<file path="config.mk">
export PLATFORM = sky130hd
export DESIGN_NAME = demux_4
export DESIGN_NICKNAME = d
export VERILOG_FILES = /design/src/rtl/demux_4.sv
export SDC_FILE = /design/constraint.sdc
export NUM_CORES = 1
export LEC_CHECK = 0
export CAP_MARGIN = 30
export CORE_MARGIN = 4
export CORE_UTILIZATION = 45
export DETAILED_ROUTE_END_ITERATION = 12
export GPL_ROUTABILITY_DRIVEN = 0
export PLACE_DENSITY = 0.85
export SLEW_MARGIN = 20
export SYNTH_ARGS = -nofsm -noshare
export SYNTH_HDL_FRONTEND = slang
export SYNTH_SLANG_ARGS = --single-unit
</file>
<file path="constraint.sdc">
create_clock -name clk -period 4.67 [get_ports clk]
set_input_delay 0.934 -clock clk [delete_from_list [all_inputs] [get_ports clk]]
set_output_delay 0.934 -clock clk [all_outputs]
set_load 0.01 [all_outputs]
</file>
<file path="src/rtl/demux_4.sv">
// Registered 1-to-4 demultiplexer: each lane has a one-entry holding register drained by its own ready.
// Define DEMUX_COUNT_EN to build the per-lane output-transfer counters (cnt0..cnt3), otherwise tied to 0.
module demux_4 #(
    parameter int WIDTH = 16,
    parameter int CNT_W = 8
) (
    input  logic             clk,
    input  logic             rst,
    input  logic             in_valid,
    output logic             in_ready,
    input  logic [WIDTH-1:0] in_data,
    input  logic [1:0]       select,
    output logic [3:0]       valid,
    input  logic [3:0]       ready,
    output logic [WIDTH-1:0] data0,
    output logic [WIDTH-1:0] data1,
    output logic [WIDTH-1:0] data2,
    output logic [WIDTH-1:0] data3,
    output logic [CNT_W-1:0] cnt0,
    output logic [CNT_W-1:0] cnt1,
    output logic [CNT_W-1:0] cnt2,
    output logic [CNT_W-1:0] cnt3
);

    typedef enum logic {
        EMPTY = 1'b0,
        FULL  = 1'b1
    } lane_state_t;

    logic accept_s;

    // Input handshake: target lane must be empty or draining on this same edge.
    always_comb begin
        in_ready = 1'b0;
        if (rst) begin
            in_ready = 1'b0;
        end else begin
            in_ready = ~valid[select] | ready[select];
        end
        accept_s = in_valid & in_ready;
    end

    for (genvar g = 0; g < 4; g++) begin : lane_g
        localparam logic [1:0] LANE_ID = 2'(g);

        lane_state_t      state_r;
        lane_state_t      state_nxt_s;
        logic [WIDTH-1:0] data_r;
        logic             load_s;
        logic             drain_s;

        assign load_s   = accept_s & (select == LANE_ID);
        assign drain_s  = (state_r == FULL) & ready[g];
        assign valid[g] = (state_r == FULL);

        // Lane next state; a simultaneous drain and load keeps the lane FULL.
        always_comb begin
            state_nxt_s = state_r;
            case (state_r)
                EMPTY: begin
                    if (load_s) begin
                        state_nxt_s = FULL;
                    end else begin
                        state_nxt_s = EMPTY;
                    end
                end
                FULL: begin
                    if (ready[g] & ~load_s) begin
                        state_nxt_s = EMPTY;
                    end else begin
                        state_nxt_s = FULL;
                    end
                end
                default: state_nxt_s = EMPTY;
            endcase
        end

        // Lane state and holding register; the word is kept after draining.
        always_ff @(posedge clk or posedge rst) begin
            if (rst) begin
                state_r <= EMPTY;
                data_r  <= '0;
            end else begin
                state_r <= state_nxt_s;
                if (load_s) begin
                    data_r <= in_data;
                end else begin
                    data_r <= data_r;
                end
            end
        end

`ifdef DEMUX_COUNT_EN
        logic [CNT_W-1:0] cnt_r;

        // Output-transfer counter, wraps naturally at 2^CNT_W.
        always_ff @(posedge clk or posedge rst) begin
            if (rst) begin
                cnt_r <= '0;
            end else if (drain_s) begin
                cnt_r <= cnt_r + CNT_W'(1);
            end else begin
                cnt_r <= cnt_r;
            end
        end
`else
        logic unused_drain_s;
        assign unused_drain_s = drain_s;
`endif
    end

    assign data0 = lane_g[0].data_r;
    assign data1 = lane_g[1].data_r;
    assign data2 = lane_g[2].data_r;
    assign data3 = lane_g[3].data_r;

`ifdef DEMUX_COUNT_EN
    assign cnt0 = lane_g[0].cnt_r;
    assign cnt1 = lane_g[1].cnt_r;
    assign cnt2 = lane_g[2].cnt_r;
    assign cnt3 = lane_g[3].cnt_r;
`else
    assign cnt0 = '0;
    assign cnt1 = '0;
    assign cnt2 = '0;
    assign cnt3 = '0;
`endif

endmodule
</file>
==> flow_summary.yaml <==
outcome:
  outcome: "finished clean"
run:
  max_cap_violations: 0
sta:
  setup_viol: 0
  final.period_utilization_pct: 77.6
  report.final.hold_viol_count: 0
  slew_viol_final: 0
  setup-tns-final_ps: 0
  timing.max_slew.rel_slack_pct: 36.9
  layout_min_cycle_time_ps: 3620
  timing_worst_slew_pin_value_ps: 947
  rsz0062_at_grt: "false"
  finClkSkew_ps: 6.90
  achievable-frequency_ghz: 0.276
setup_path:
  path_class: "input port to output pin"
  critical_path.endpoint_type: "output pin"
  worst_ep_arrival_time_ps: 2690
  critical_path.max_fanout: 9
  path_cells: "clkdlybuf4s50_1 -> or3b_2 -> a21oi_1 -> nor4_1 -> clkdlybuf4s50_1"
  max_stage_delay_ps: 540
  crit_path_top_delay_cell: "sky130_fd_sc_hd__clkdlybuf4s50_1"
  cp_data_required_time_ps: 3740
  worstSetupStartpointType: "input port"
  worst_path_dominant_cell_family: "buffers and inverters"
  crit_path_most_repeated_cell: "sky130_fd_sc_hd__clkdlybuf4s50_1"
  cp_num_buf_inv: 2
placed_design:
  dpl.hpwl_mm: 4.28
  place.port_buffers: 93
layout:
  final_core_util_pct: 61.4
  nNetsFinal: 318
  final_cell_mix: "sky130_fd_sc_hd__clkdlybuf4s50_1 (93), sky130_fd_sc_hd__dfrtp_1 (68), sky130_fd_sc_hd__mux2_2 (62)"
  layout-area-overhead-vs-synth_pct: 33.0
  layout.cells.most_common: "sky130_fd_sc_hd__clkdlybuf4s50_1"
  num_antenna_cells: 0
  drive_gt1_share_pct: 27.7
floorplan:
  placementRows: 29
  initial_utilization_pct: 46.2
  die_h_um: 88.7
  coreArea_sq_um: 6350
  total_die_area_sq_um: 7870
  ios: 126
  dieWidth_um: 88.7
cts:
  cts_setup_buffers: 0
  clock_insertion_delay_worst_skew_ps: 320
  clkTransAtPathRegs_ps: 70
  hold_buf_cts: 0
  clock_tree.buffer_depth: 2
  cts.repair.resized: 0
  tritoncts_num_sinks: 68
  htree_num_levels: 3
  tritoncts: "done"
  clockRootBuffer: "sky130_fd_sc_hd__clkbuf_8"
  tritoncts.num_buffers: 9
detailed_routing:
  route.antenna.remaining_nets: 0
  initialDrtViolationCount: 33
  vias_per_cell: 4.76
  detailedRoute.firstPassIterationCount: 4
  wl_mm: 6.01
  routed-via-count: 1774
  drt_drc_violations_left: 0
  post_drt_wl_per_cell_um: 16.1
logic_synthesis:
  synth-xor-area-share_pct: 0
  synth_fa_ha_area_share_pct: 0
  yosys_register_bits: 68
  main_combinational_cell_family_by_area_after_synthesis: "multiplexers"
  yosys.area_share.simple_pct: 4.52
  synth_mux_area_share_pct: 24.8
  synthesis.area_per_instance_sq_um: 14.7
  synthesis_warning_total: 0
  syn-cell-area_sq_um: 2930
  synth_sequential_area_ratio_pct: 58.0
  netlist-cell-type-count: 24
  syn_inst: 200
  synth_compound_area_share_pct: 0.512
power:
  power.static_leakage_nw: 1.70
  power_density_nw_per_um2: 437
  power.ir.vdd_worst_v: 0.000259
grt:
  largest_net_degree_at_the_start_of_global_routing: 57
  grt_util_met1_pct: 19.0
  grt_pass1_wl_mm: 9.18
  first_global_vias: 1849
  groute.layer.met3.usage_pct: 5.68
  busiest_layer: "met2"
  gr-usage-met2_pct: 24.9
  grt_usage_pct: 15.8
  grt-ovfl-total: 0
  antenna_found_initial: 0
min_path:
  holdCritPathClass: "flop to flop"
## layer usage
metal	routed length, um	up-vias
li1	-	807
met1	2470	875
met2	2920	84
met3	540	8
met4	77	0
met5	0	-
## registers in the layout, indices dropped and copies added (netlist names)
name and count:
data0 16, data2 16, lane_g.state_r 4, data1 16
data3 16
## stage by stage
stage	hold WS (ps)	cells	power (W)	instance area (sq um)	setup slack, ps
CTS	510	373	0.00173	3900	1050
finish	506	373	0.00170	3900	1050
floorplan	491	231	0.00102	3050	2020
global route	522	373	0.00180	3900	942
global placement	487	359	0.00131	3740	1100
detailed placement	495	359	0.00133	3740	1060
## final cells by class
type                       count  area [sq um]
sequential                    68          1700
fill                         503          2450
multi-input combinational    118           996
clock inverter                 3          15.0
clock buffer                  11           141
tap                           77          96.3
timing repair buffer          94           938
inverter                       2          10.0
## synthesized netlist by cell type
library cell	number	area share, %
sky130_fd_sc_hd__nor3_1	1	0.17
sky130_fd_sc_hd__nand2_1	3	0.38
sky130_fd_sc_hd__nor2_1	1	0.13
sky130_fd_sc_hd__dfrtp_1	68	58
sky130_fd_sc_hd__buf_4	37	9.5
sky130_fd_sc_hd__conb_1	1	0.13
sky130_fd_sc_hd__mux2_4	2	1.0
sky130_fd_sc_hd__inv_1	2	0.26
sky130_fd_sc_hd__buf_6	4	1.5
sky130_fd_sc_hd__buf_2	1	0.17
sky130_fd_sc_hd__nand3_1	1	0.17
sky130_fd_sc_hd__nor2b_4	1	0.47
sky130_fd_sc_hd__nand3b_1	1	0.26
sky130_fd_sc_hd__nand2b_1	4	0.85
sky130_fd_sc_hd__mux2_2	62	24
sky130_fd_sc_hd__nor3b_1	1	0.26
sky130_fd_sc_hd__and4_1	2	0.60
sky130_fd_sc_hd__nor4_1	1	0.21
sky130_fd_sc_hd__buf_8	1	0.51
sky130_fd_sc_hd__nand4b_2	1	0.51
sky130_fd_sc_hd__a21oi_1	1	0.17
sky130_fd_sc_hd__o21ai_0	2	0.34
sky130_fd_sc_hd__and3_1	1	0.21
sky130_fd_sc_hd__or3b_2	1	0.30
## report_power, final
group	internal, W	switching [W]
clock	0.000199	0.000195
sequential	0.000717	0.0000690
combinational	0.000331	0.000191
total	0.00125	0.000455
## logic make-up (layout without fill, tap and decap cells)
| kind of cell | Yosys count | in the layout |
|---|---|---|
| other | 1 | 32 |
| DFF | 68 | 68 |
| buffers and inverters | 45 | 110 |
| AOI/OAI and AO/OA | 3 | 3 |
| muxes | 64 | 64 |
| and+or+nand+nor | 19 | 19 |
## final timing paths
check                                                  from                          end  slack (ps)  cells after the start
worst max-delay path                              select[1]                     in_ready        1050                      5
worst max register to register  lane_g[0].state_r$_DFF_PP0_         data0[5]$_DFFE_PP0P_        2800                      3
min in group asynchronous                               rst  lane_g[0].state_r$_DFF_PP0_        1200                      2
worst min-delay path                   data1[0]$_DFFE_PP0P_         data1[0]$_DFFE_PP0P_         510                      1
worst min register to register         data1[0]$_DFFE_PP0P_         data1[0]$_DFFE_PP0P_         510                      1
max in group asynchronous                               rst         data2[2]$_DFFE_PP0P_        2820                      3
Note: power is estimated with default switching activity, not from simulation.
